$ cat src/rtl/hazard_ctrl_if.sv
// Pipeline-side signal bundle for the hazard controller: register fields and qualifiers in,
// stall/flush/forward controls and statistics out.
interface hazard_ctrl_if #(
  parameter int REG_AW = 3,
  parameter int STAT_W = 16
);
  logic [REG_AW-1:0] i_src1_d;
  logic [REG_AW-1:0] i_src2_d;
  logic              i_use1_d;
  logic              i_use2_d;
  logic              i_branch_d;
  logic [REG_AW-1:0] i_src1_e;
  logic [REG_AW-1:0] i_src2_e;
  logic              i_use1_e;
  logic              i_use2_e;
  logic [REG_AW-1:0] i_rd_e;
  logic              i_reg_write_e;
  logic              i_mem_read_e;
  logic              i_flag_write_e;
  logic              i_branch_taken_e;
  logic [REG_AW-1:0] i_rd_w;
  logic              i_reg_write_w;

  logic              o_stall_pc;
  logic              o_stall_f;
  logic              o_stall_d;
  logic              o_stall_e;
  logic              o_flush_f;
  logic              o_flush_d;
  logic              o_flush_e;
  logic [1:0]        o_forward_a;
  logic [1:0]        o_forward_b;
  logic              o_fwd_dec_a;
  logic              o_fwd_dec_b;
  logic              o_alu_en;
  logic              o_busy;
  logic [STAT_W-1:0] o_stall_cnt;
  logic [STAT_W-1:0] o_flush_cnt;

  modport master (
    output i_src1_d, i_src2_d, i_use1_d, i_use2_d, i_branch_d,
    output i_src1_e, i_src2_e, i_use1_e, i_use2_e, i_rd_e,
    output i_reg_write_e, i_mem_read_e, i_flag_write_e, i_branch_taken_e,
    output i_rd_w, i_reg_write_w,
    input  o_stall_pc, o_stall_f, o_stall_d, o_stall_e,
    input  o_flush_f, o_flush_d, o_flush_e,
    input  o_forward_a, o_forward_b, o_fwd_dec_a, o_fwd_dec_b,
    input  o_alu_en, o_busy, o_stall_cnt, o_flush_cnt
  );

  modport slave (
    input  i_src1_d, i_src2_d, i_use1_d, i_use2_d, i_branch_d,
    input  i_src1_e, i_src2_e, i_use1_e, i_use2_e, i_rd_e,
    input  i_reg_write_e, i_mem_read_e, i_flag_write_e, i_branch_taken_e,
    input  i_rd_w, i_reg_write_w,
    output o_stall_pc, o_stall_f, o_stall_d, o_stall_e,
    output o_flush_f, o_flush_d, o_flush_e,
    output o_forward_a, o_forward_b, o_fwd_dec_a, o_fwd_dec_b,
    output o_alu_en, o_busy, o_stall_cnt, o_flush_cnt
  );
endinterface

$ cat src/rtl/hazard_ctrl_unit.sv
// Hazard controller for the F/D/E/W MINI-RISC pipeline: W->E/W->D forwarding, load-use and
// flag stalls, multi-cycle taken-branch flushes, and saturating stall/flush statistics.
module hazard_ctrl_unit #(
  parameter int REG_AW     = 3,
  parameter int LOAD_LAT   = 1,
  parameter int BR_FLUSH   = 2,
  parameter int R0_IS_ZERO = 0,
  parameter int STAT_W     = 16
) (
  input logic          clk,
  input logic          rst_n,
  hazard_ctrl_if.slave bus
);
  localparam int MAX_CNT = (LOAD_LAT > BR_FLUSH) ? LOAD_LAT : BR_FLUSH;
  localparam int CW      = $clog2(MAX_CNT + 1);

  typedef enum logic [1:0] {
    S_IDLE     = 2'd0,
    S_LD_STALL = 2'd1,
    S_BR_FLUSH = 2'd2
  } state_t;

  state_t            r_state;
  logic [CW-1:0]     r_cnt;
  logic              r_flush_d_prev;
  logic [STAT_W-1:0] r_stall_cnt;
  logic [STAT_W-1:0] r_flush_cnt;

  logic [REG_AW-1:0] w_src_e [2];
  logic [REG_AW-1:0] w_src_d [2];
  logic              w_use_e [2];
  logic              w_use_d [2];
  logic              w_fwd_e [2];
  logic              w_fwd_d [2];
  logic              w_lu_op [2];
  logic              w_lu;
  logic              w_fh;
  logic              w_taken;
  logic              w_stall;
  logic              w_flush;

  // A hard-wired r0 never carries a real value, so it must neither forward nor stall.
  function automatic logic match(input logic [REG_AW-1:0] a, input logic [REG_AW-1:0] b);
    return (a == b) && !((R0_IS_ZERO != 0) && (a == '0));
  endfunction

  assign w_src_e[0] = bus.i_src1_e;
  assign w_src_e[1] = bus.i_src2_e;
  assign w_src_d[0] = bus.i_src1_d;
  assign w_src_d[1] = bus.i_src2_d;
  assign w_use_e[0] = bus.i_use1_e;
  assign w_use_e[1] = bus.i_use2_e;
  assign w_use_d[0] = bus.i_use1_d;
  assign w_use_d[1] = bus.i_use2_d;

  for (genvar gi = 0; gi < 2; gi++) begin : g_opnd
    assign w_fwd_e[gi] = bus.i_reg_write_w & w_use_e[gi] & match(bus.i_rd_w, w_src_e[gi]);
    assign w_fwd_d[gi] = bus.i_reg_write_w & w_use_d[gi] & match(bus.i_rd_w, w_src_d[gi]);
    assign w_lu_op[gi] = w_use_d[gi] & match(bus.i_rd_e, w_src_d[gi]);
  end

  assign w_lu    = bus.i_mem_read_e & bus.i_reg_write_e & (w_lu_op[0] | w_lu_op[1]);
  assign w_fh    = bus.i_branch_d & bus.i_flag_write_e;
  assign w_taken = bus.i_branch_taken_e;

  // A taken branch always wins; an in-progress flush ignores stall requests entirely.
  always_comb begin
    w_stall = 1'b0;
    w_flush = 1'b0;
    case (r_state)
      S_IDLE: begin
        if (w_taken)            w_flush = 1'b1;
        else if (w_lu || w_fh)  w_stall = 1'b1;
      end
      S_LD_STALL: begin
        if (w_taken) w_flush = 1'b1;
        else         w_stall = 1'b1;
      end
      S_BR_FLUSH: w_flush = 1'b1;
      default: ;
    endcase
  end

  always_ff @(posedge clk or negedge rst_n) begin
    if (!rst_n) begin
      r_state        <= S_IDLE;
      r_cnt          <= '0;
      r_flush_d_prev <= 1'b0;
      r_stall_cnt    <= '0;
      r_flush_cnt    <= '0;
    end else begin
      r_flush_d_prev <= w_stall | w_flush;
      if (w_stall && (r_stall_cnt != '1)) r_stall_cnt <= r_stall_cnt + 1'b1;
      if (w_taken && (r_flush_cnt != '1)) r_flush_cnt <= r_flush_cnt + 1'b1;

      case (r_state)
        S_IDLE: begin
          if (w_taken) begin
            if (BR_FLUSH > 1) begin
              r_state <= S_BR_FLUSH;
              r_cnt   <= CW'(BR_FLUSH - 1);
            end
          end else if (w_lu && (LOAD_LAT > 1)) begin
            r_state <= S_LD_STALL;
            r_cnt   <= CW'(LOAD_LAT - 1);
          end
        end
        S_LD_STALL: begin
          if (w_taken) begin
            if (BR_FLUSH > 1) begin
              r_state <= S_BR_FLUSH;
              r_cnt   <= CW'(BR_FLUSH - 1);
            end else begin
              r_state <= S_IDLE;
            end
          end else begin
            r_cnt <= r_cnt - 1'b1;
            if (r_cnt == CW'(1)) r_state <= S_IDLE;
          end
        end
        S_BR_FLUSH: begin
          if (w_taken) begin
            r_cnt <= CW'(BR_FLUSH - 1);
          end else begin
            r_cnt <= r_cnt - 1'b1;
            if (r_cnt == CW'(1)) r_state <= S_IDLE;
          end
        end
        default: r_state <= S_IDLE;
      endcase
    end
  end

  // Every control output is gated by rst_n so it drops the moment reset is asserted.
  assign bus.o_stall_pc  = rst_n & w_stall;
  assign bus.o_stall_f   = rst_n & w_stall;
  assign bus.o_stall_d   = 1'b0;
  assign bus.o_stall_e   = 1'b0;
  assign bus.o_flush_f   = rst_n & w_flush;
  assign bus.o_flush_d   = rst_n & (w_stall | w_flush);
  assign bus.o_flush_e   = 1'b0;
  assign bus.o_forward_a = {rst_n & w_fwd_e[0], 1'b0};
  assign bus.o_forward_b = {rst_n & w_fwd_e[1], 1'b0};
  assign bus.o_fwd_dec_a = rst_n & w_fwd_d[0];
  assign bus.o_fwd_dec_b = rst_n & w_fwd_d[1];
  assign bus.o_alu_en    = rst_n & ~r_flush_d_prev;
  assign bus.o_busy      = rst_n & (r_state != S_IDLE);
  assign bus.o_stall_cnt = r_stall_cnt;
  assign bus.o_flush_cnt = r_flush_cnt;
endmodule
$ cat src/flat_wrapper.sv
// flat-port wrapper written by rule: the top's interface ports become plain ports
module hazard_ctrl_unit_flat 
#(
  parameter int REG_AW     = 3,
  parameter int LOAD_LAT   = 1,
  parameter int BR_FLUSH   = 2,
  parameter int R0_IS_ZERO = 0,
  parameter int STAT_W     = 16
)
  (clk, rst_n, bus_i_src1_d, bus_i_src2_d, bus_i_use1_d, bus_i_use2_d, bus_i_branch_d, bus_i_src1_e, bus_i_src2_e, bus_i_use1_e, bus_i_use2_e, bus_i_rd_e, bus_i_reg_write_e, bus_i_mem_read_e, bus_i_flag_write_e, bus_i_branch_taken_e, bus_i_rd_w, bus_i_reg_write_w, bus_o_stall_pc, bus_o_stall_f, bus_o_stall_d, bus_o_stall_e, bus_o_flush_f, bus_o_flush_d, bus_o_flush_e, bus_o_forward_a, bus_o_forward_b, bus_o_fwd_dec_a, bus_o_fwd_dec_b, bus_o_alu_en, bus_o_busy, bus_o_stall_cnt, bus_o_flush_cnt);
  hazard_ctrl_if #(.REG_AW(REG_AW), .STAT_W(STAT_W)) bus_i ();
  input logic clk;
  input logic rst_n;
  input wire logic [$bits(bus_i.i_src1_d)-1:0] bus_i_src1_d;
  input wire logic [$bits(bus_i.i_src2_d)-1:0] bus_i_src2_d;
  input wire logic [$bits(bus_i.i_use1_d)-1:0] bus_i_use1_d;
  input wire logic [$bits(bus_i.i_use2_d)-1:0] bus_i_use2_d;
  input wire logic [$bits(bus_i.i_branch_d)-1:0] bus_i_branch_d;
  input wire logic [$bits(bus_i.i_src1_e)-1:0] bus_i_src1_e;
  input wire logic [$bits(bus_i.i_src2_e)-1:0] bus_i_src2_e;
  input wire logic [$bits(bus_i.i_use1_e)-1:0] bus_i_use1_e;
  input wire logic [$bits(bus_i.i_use2_e)-1:0] bus_i_use2_e;
  input wire logic [$bits(bus_i.i_rd_e)-1:0] bus_i_rd_e;
  input wire logic [$bits(bus_i.i_reg_write_e)-1:0] bus_i_reg_write_e;
  input wire logic [$bits(bus_i.i_mem_read_e)-1:0] bus_i_mem_read_e;
  input wire logic [$bits(bus_i.i_flag_write_e)-1:0] bus_i_flag_write_e;
  input wire logic [$bits(bus_i.i_branch_taken_e)-1:0] bus_i_branch_taken_e;
  input wire logic [$bits(bus_i.i_rd_w)-1:0] bus_i_rd_w;
  input wire logic [$bits(bus_i.i_reg_write_w)-1:0] bus_i_reg_write_w;
  output wire logic [$bits(bus_i.o_stall_pc)-1:0] bus_o_stall_pc;
  output wire logic [$bits(bus_i.o_stall_f)-1:0] bus_o_stall_f;
  output wire logic [$bits(bus_i.o_stall_d)-1:0] bus_o_stall_d;
  output wire logic [$bits(bus_i.o_stall_e)-1:0] bus_o_stall_e;
  output wire logic [$bits(bus_i.o_flush_f)-1:0] bus_o_flush_f;
  output wire logic [$bits(bus_i.o_flush_d)-1:0] bus_o_flush_d;
  output wire logic [$bits(bus_i.o_flush_e)-1:0] bus_o_flush_e;
  output wire logic [$bits(bus_i.o_forward_a)-1:0] bus_o_forward_a;
  output wire logic [$bits(bus_i.o_forward_b)-1:0] bus_o_forward_b;
  output wire logic [$bits(bus_i.o_fwd_dec_a)-1:0] bus_o_fwd_dec_a;
  output wire logic [$bits(bus_i.o_fwd_dec_b)-1:0] bus_o_fwd_dec_b;
  output wire logic [$bits(bus_i.o_alu_en)-1:0] bus_o_alu_en;
  output wire logic [$bits(bus_i.o_busy)-1:0] bus_o_busy;
  output wire logic [$bits(bus_i.o_stall_cnt)-1:0] bus_o_stall_cnt;
  output wire logic [$bits(bus_i.o_flush_cnt)-1:0] bus_o_flush_cnt;
  assign bus_i.i_src1_d = bus_i_src1_d;
  assign bus_i.i_src2_d = bus_i_src2_d;
  assign bus_i.i_use1_d = bus_i_use1_d;
  assign bus_i.i_use2_d = bus_i_use2_d;
  assign bus_i.i_branch_d = bus_i_branch_d;
  assign bus_i.i_src1_e = bus_i_src1_e;
  assign bus_i.i_src2_e = bus_i_src2_e;
  assign bus_i.i_use1_e = bus_i_use1_e;
  assign bus_i.i_use2_e = bus_i_use2_e;
  assign bus_i.i_rd_e = bus_i_rd_e;
  assign bus_i.i_reg_write_e = bus_i_reg_write_e;
  assign bus_i.i_mem_read_e = bus_i_mem_read_e;
  assign bus_i.i_flag_write_e = bus_i_flag_write_e;
  assign bus_i.i_branch_taken_e = bus_i_branch_taken_e;
  assign bus_i.i_rd_w = bus_i_rd_w;
  assign bus_i.i_reg_write_w = bus_i_reg_write_w;
  assign bus_o_stall_pc = bus_i.o_stall_pc;
  assign bus_o_stall_f = bus_i.o_stall_f;
  assign bus_o_stall_d = bus_i.o_stall_d;
  assign bus_o_stall_e = bus_i.o_stall_e;
  assign bus_o_flush_f = bus_i.o_flush_f;
  assign bus_o_flush_d = bus_i.o_flush_d;
  assign bus_o_flush_e = bus_i.o_flush_e;
  assign bus_o_forward_a = bus_i.o_forward_a;
  assign bus_o_forward_b = bus_i.o_forward_b;
  assign bus_o_fwd_dec_a = bus_i.o_fwd_dec_a;
  assign bus_o_fwd_dec_b = bus_i.o_fwd_dec_b;
  assign bus_o_alu_en = bus_i.o_alu_en;
  assign bus_o_busy = bus_i.o_busy;
  assign bus_o_stall_cnt = bus_i.o_stall_cnt;
  assign bus_o_flush_cnt = bus_i.o_flush_cnt;
  hazard_ctrl_unit #(.REG_AW(REG_AW), .LOAD_LAT(LOAD_LAT), .BR_FLUSH(BR_FLUSH), .R0_IS_ZERO(R0_IS_ZERO), .STAT_W(STAT_W)) u_core (.clk(clk), .rst_n(rst_n), .bus(bus_i));
endmodule
$ cat config.mk
export PLATFORM = sky130hd
export DESIGN_NAME = hazard_ctrl_unit_flat
export DESIGN_NICKNAME = d
export VERILOG_FILES = /design/src/rtl/hazard_ctrl_if.sv /design/src/rtl/hazard_ctrl_unit.sv /design/src/flat_wrapper.sv
export SDC_FILE = /design/constraint.sdc
export NUM_CORES = 1
export LEC_CHECK = 0
export ABC_AREA = 0
export BUFFER_PORTS_ARGS = -buffer_cell sky130_fd_sc_hd__buf_2
export CAP_MARGIN = 10
export CORE_MARGIN = 3
export CORE_UTILIZATION = 55
export CTS_BUF_LIST = sky130_fd_sc_hd__clkbuf_8
export CTS_CLUSTER_SIZE = 20
export DETAILED_ROUTE_END_ITERATION = 8
export GPL_TIMING_DRIVEN = 1
export PLACE_DENSITY = 0.92
export RECOVER_POWER = 25
export SYNTH_ARGS = -nofsm -noshare
export SYNTH_HDL_FRONTEND = slang
export SYNTH_SLANG_ARGS = --single-unit
export TNS_END_PERCENT = 30
$ cat constraint.sdc
create_clock -name clk -period 3.3 [get_ports clk]
set_input_delay 0.165 -clock clk [delete_from_list [all_inputs] [get_ports clk]]
set_output_delay 0.165 -clock clk [all_outputs]
set_load 0.05 [all_outputs]
* Yosys cells after proc, flatten, opt, wreduce, memory -nomap -nowiden
Cells that the tools add are included.
Cells by class: $add $sub $neg 3, equal/unequal tests 13, muxes and demuxes 14, bitwise logic cells 25, reduce and logical (&&, ||, !) cells 10
Operators with widths (count):
- $add A16 B1 Y16 const B | 2
- $ne A16 B16 Y1 const B | 2
- $and A1 B1 Y1 | 22
- $eq A3 B3 Y1 | 6
- $mux W2 | 6
- $pmux W2 S3 | 1
- $eq A2 B1 Y1 const B | 2
- $mux W1 | 4
- $ne A2 B2 Y1 const B | 2
- $pmux W1 S2 | 2
- $pmux W2 S2 | 1
- $reduce_and A2 Y1 | 2
- $reduce_bool A2 Y1 | 2
- $reduce_or A2 Y1 | 2
- $eq A2 B2 Y1 const B | 1
- $logic_and A1 B1 Y1 | 2
- $logic_not A2 Y1 | 1
- $or A1 B1 Y1 | 2
- $sub A2 B1 Y2 const B | 1
- $logic_or A1 B1 Y1 | 1
- $not A1 Y1 | 1
Storage, ports and cells: register bits after elaboration 37, word-level logic and storage cells 70

* Logic depth before layout (Yosys ltp)
word-level depth 10, gate-level depth with buffers 8

* Worst setup path after synthesis
Ideal clock, no wire load.
path type register -> output, start register u_core.r_state[1], end output bus_o_stall_pc, data arrival time 2271 ps, data required time 3135 ps, slack 864 ps, cell stages (with the launch flop) 9, cells stage by stage dfrtp_1 > inv_1 > ha_1 > clkbuf_1 > a31oi_1 > o21bai_2 > buf_2 > and2_1 > buf_4
Between the ends: cells in the longest elaborated chain, start to end 3
RTL lines:
- start: declaration | line hazard_ctrl_unit.sv:23 | state_t r_state;
- start signal: assignment | line hazard_ctrl_unit.sv:86 | r_state <= S_IDLE;
- start signal: assignment | line hazard_ctrl_unit.sv:100 | r_state <= S_BR_FLUSH;
- start signal: assignment | line hazard_ctrl_unit.sv:104 | r_state <= S_LD_STALL;
- $eq A2 B1 Y1 or $logic_not A2 Y1 (tied branches) | line hazard_ctrl_unit.sv:70 | case (r_state)
- $pmux W1 S2 * | line hazard_ctrl_unit.sv:70
- $and A1 B1 Y1 *
- end: declaration | line flat_wrapper.sv:30 | output wire logic [$bits(bus_i.o_stall_pc)-1:0] bus_o_stall_pc;
Mark *: on every way between the ends. The rest lies on a longest branch, timed or not.

* Worst setup path in the final report
start register u_core.r_state[1], end output bus_o_flush_d
Between the ends: cells in the longest elaborated chain, start to end 5
RTL lines:
- $eq A2 B1 Y1 or $logic_not A2 Y1 (tied branches) | line hazard_ctrl_unit.sv:70
- $reduce_or A2 Y1 (no source line)
- $pmux W1 S2 | line hazard_ctrl_unit.sv:70
- $or A1 B1 Y1 * | line hazard_ctrl_unit.sv:140 | assign bus.o_flush_d = rst_n & (w_stall | w_flush);
- $and A1 B1 Y1 * | line hazard_ctrl_unit.sv:140
- end: declaration | line flat_wrapper.sv:35 | output wire logic [$bits(bus_i.o_flush_d)-1:0] bus_o_flush_d;
Marks and branches as above.

==> metrics.md <==
| Metric | Value |
|---|---|
| DR iter-0 viols | between 100 and 150 |
| Vias in the first global route | roughly 2,000 |
| Resized Gates After CTS | 0 |
| # diodes | 0 |
| Primary FF master, synth | dfrtp_1 |
| Max H-tree Level | 2 |
| Layout fillers | 301 |
| Yosys warning total | 0 |
| Crit. End Element | output pin |
| Peak per-stage delay on the critical path | ~430 ps |
| # setup viols final | 0 |
| Synthesized cell area | roughly 2200 sq um |
| Gpl congestion | 0.793 |
| Critical path buffers and inverters | 3 |
| Post-synthesis register bit count | 37 |
| Async SR Flop Fraction | 100% |
| Drt total wl | 5220 um |
| Initial DRT Pass Iterations | 4 |
| LEAKAGE | 1.32 nW |
| Layout area overhead | 21.7% |
| Hold Buf Count CTS | 1 |
| Fin crit share | 86.5% |
| Clock latency on the worst-skew pair | ~290 ps |
| CTS Buf Count | 5 |
| Post-route design area | approximately 2700 sq um |
| Peak supply drop | between 0.6 and 0.7 mV |
| Area after DPL | between 2000 and 3000 sq um |
| # DRC | 0 |
| First-pass GRT wire length | about 9000 um |
| Multi-input logic area | between 1000 and 1500 sq um |
| CP arrival | between 2000 and 3000 ps |
| Synth Area per Inst | 9.85 sq um |
| Core area | between 3000 and 4000 sq um |
| I/O pin cnt | slightly below 80 |
| Slew Viols, Final | 0 |
| Setup TNS | 0 ps |
| Sequential area share after synthesis | 42.2% |
| Die W | just under 70 um |
| Hpwl dp | about 3800 um |
| Tot GR Track Use | approximately 23% |
| Largest net degree at the start of global routing | 29 |
| Port bufs | a little over 70 |
| DR top layer | met4 |
| RSZ-0062 raised after global routing | no |
| FP Rows | 22 |
| Antenna-violating nets left | 0 |
| Netlist cell types | 47 |
| Die Height | just under 70 um |
| DR WL/cell | 15.1 um |
| Crit-path max FO | 19 |
| Commonest cells in the netlist | dfrtp_1 (37), xnor2_1 (26), nand2_1 (22) |
| Most used cell, CP | inv_1 |
| Met2 wire length | 2730 um |
| CTS Sinks | 37 |
| CTS tree | yes |
| Die area | between 4000 and 5000 sq um |
| Fmax | about 0.35 GHz |
| Initial Util | a little under 60% |
| Top-area cell type share of the netlist area | between 40 and 50% |
| Slowest cell on the critical path | dfrtp_1 |
| Yosys top cell by area | dfrtp_1 |
| Status | finished, final reports clean |
| Hold WC Path Type | in -> reg |
| Vias | 1,913 |
| Max Cap Violations | 0 |
| Initial antenna violation count | 0 |
| Top cells by area, synth | dfrtp_1 (42%), xnor2_1 (10%), xor2_1 (7.2%) |
| Setup CP Type | reg -> out |
| Most frequent cell after synthesis | dfrtp_1 |
| Startpoint types | register |
| Syn Inst Count | around 220 |
| Layout cells sized above 1 | 25.9% |
| Seq. cell area | approximately 900 sq um |
| Slew @ Worst Pin | around 1400 ps |
| Slew headroom | 9.96% |
| Tmin final | 2850 ps |
| Data required, critical path | between 3000 and 4000 ps |
| Final Hold Viols | 0 |
| CP Cell Sequence | inv_1 > ha_1 > inv_1 > a2111oi_0 > o21bai_2 > nand2b_1 > and2_1 > buf_2 |
| Vias per std cell | between 5 and 6 |
| Setup bufs post-CTS | 0 |
| Setup Skew | ~4.2 ps |
| Worst hold slack | approximately 240 ps |
| Clk slew on worst S/H paths | roughly 70 ps |
| M1 WL | approximately 2100 um |
| Pwr dens | about 640 nW/um^2 |
| Clock Tree Buf Depth | 2 |
| Met3 WL | ~340 um |
| # nets final | 334 |
| Grt ovf | 0 |
| EDFF count, synth | 0 |
| Crit path max-delay family | compound AO/OA/AOI/OAI gates |
| Root Driver | clkbuf_8 |
[final timing paths]
kind | end | cells after the start | startpoint | slack, ps
setup / recovery | bus_o_flush_d | 8 | u_core.r_state[1] | 450
hold / removal | u_core.r_cnt[1] | 2 | bus_i_branch_taken_e | 240
setup reg to reg | u_core.bus.o_stall_cnt[7] | 7 | u_core.r_state[1] | 770
hold reg to reg | u_core.bus.o_stall_cnt[15] | 1 | u_core.bus.o_stall_cnt[15] | 510
max in group asynchronous | u_core.bus.o_stall_cnt[11] | 3 | rst_n | 1660
min in group asynchronous | u_core.bus.o_flush_cnt[0] | 2 | rst_n | 700
[routing by layer]
metal	vias to the layer above	track usage, %
met2	73	39.4
met3	10	7.10
li1	913	-
met4	0	6.72
met1	917	26.5
met5	-	0
[placed cells by master, fill, tap and decap left out, types with 2 or more instances in the layout]
master and instances:
nand4_1 10, and3_1 6, nand4_2 3, xor2_1 18, nor4_1 5, nand2_1 22, mux2i_1 2, nor2b_1 6
clkbuf_8 5, buf_2 59, nor3_1 4, conb_1 5, ha_1 7, nand3_2 2, inv_1 5, and4_1 2
nor2_1 14, clkbuf_1 12, nand3_1 11, a21oi_1 3, xnor2_1 26, and2_1 2, dfrtp_1 37, a31oi_1 2
mux2_2 2, nand2b_1 2
[through the flow]
stage / instances / power (W) / utilization (%) / setup WS (ps)
after detailed placement: 337 / 0.00132 / 68.7 / 829
after floorplan: 227 / 0.00114 / - / 864
after global routing: 345 / 0.00178 / 71.4 / 232
after global placement: 337 / 0.00129 / 68.7 / 957
after CTS: 345 / 0.00171 / 71.8 / 461
final: 345 / 0.00170 / 71.4 / 447
[final cells by class]
cell class | count | share of cell area, %
repair buffers | 73 | 13.4
well taps | 48 | 2.25
clock buffers | 5 | 2.58
clock inverters | 2 | 1.31
inverters | 5 | 0.703
flip-flops and latches | 37 | 34.7
multi-input cells | 175 | 45.1
[worst register-to-register path, stage by stage (launching register included)]
cell       delay [ps]
dfrtp_1           430
inv_1             130
ha_1              400
inv_1             110
a2111oi_0         350
o21bai_2          380
or3b_1            450
xnor2_1           150
[power breakdown]
group / internal (W) / switching (W) / total, W
registers: 0.000532 / 0.000105 / 0.000637
logic: 0.000198 / 0.000486 / 0.000684
clock network: 0.000220 / 0.000157 / 0.000377
total: 0.000949 / 0.000748 / 0.00170
[flip-flops by register name, indices dropped and copies added, names as in the netlist]
register	cells
u_core.r_state	2
u_core.bus.o_flush_cnt	16
u_core.r_flush_d_prev	1
u_core.bus.o_stall_cnt	16
u_core.r_cnt	2
[cells by family (layout without fill, tap and decap cells)]
family	count (synthesis)	in the layout	share of synthesized area [%]
xor gates and xnor gates	44	44	17.5
other	1	5	0.171
DFF	37	37	42.2
buffers and inverters	15	85	3.65
AOI/OAI and AO/OA	16	16	5.30
and+or+nand+nor	99	99	25.2
muxes	4	4	1.94
adders and majority gates	7	7	3.99
(Power assumes the default switching activity.)
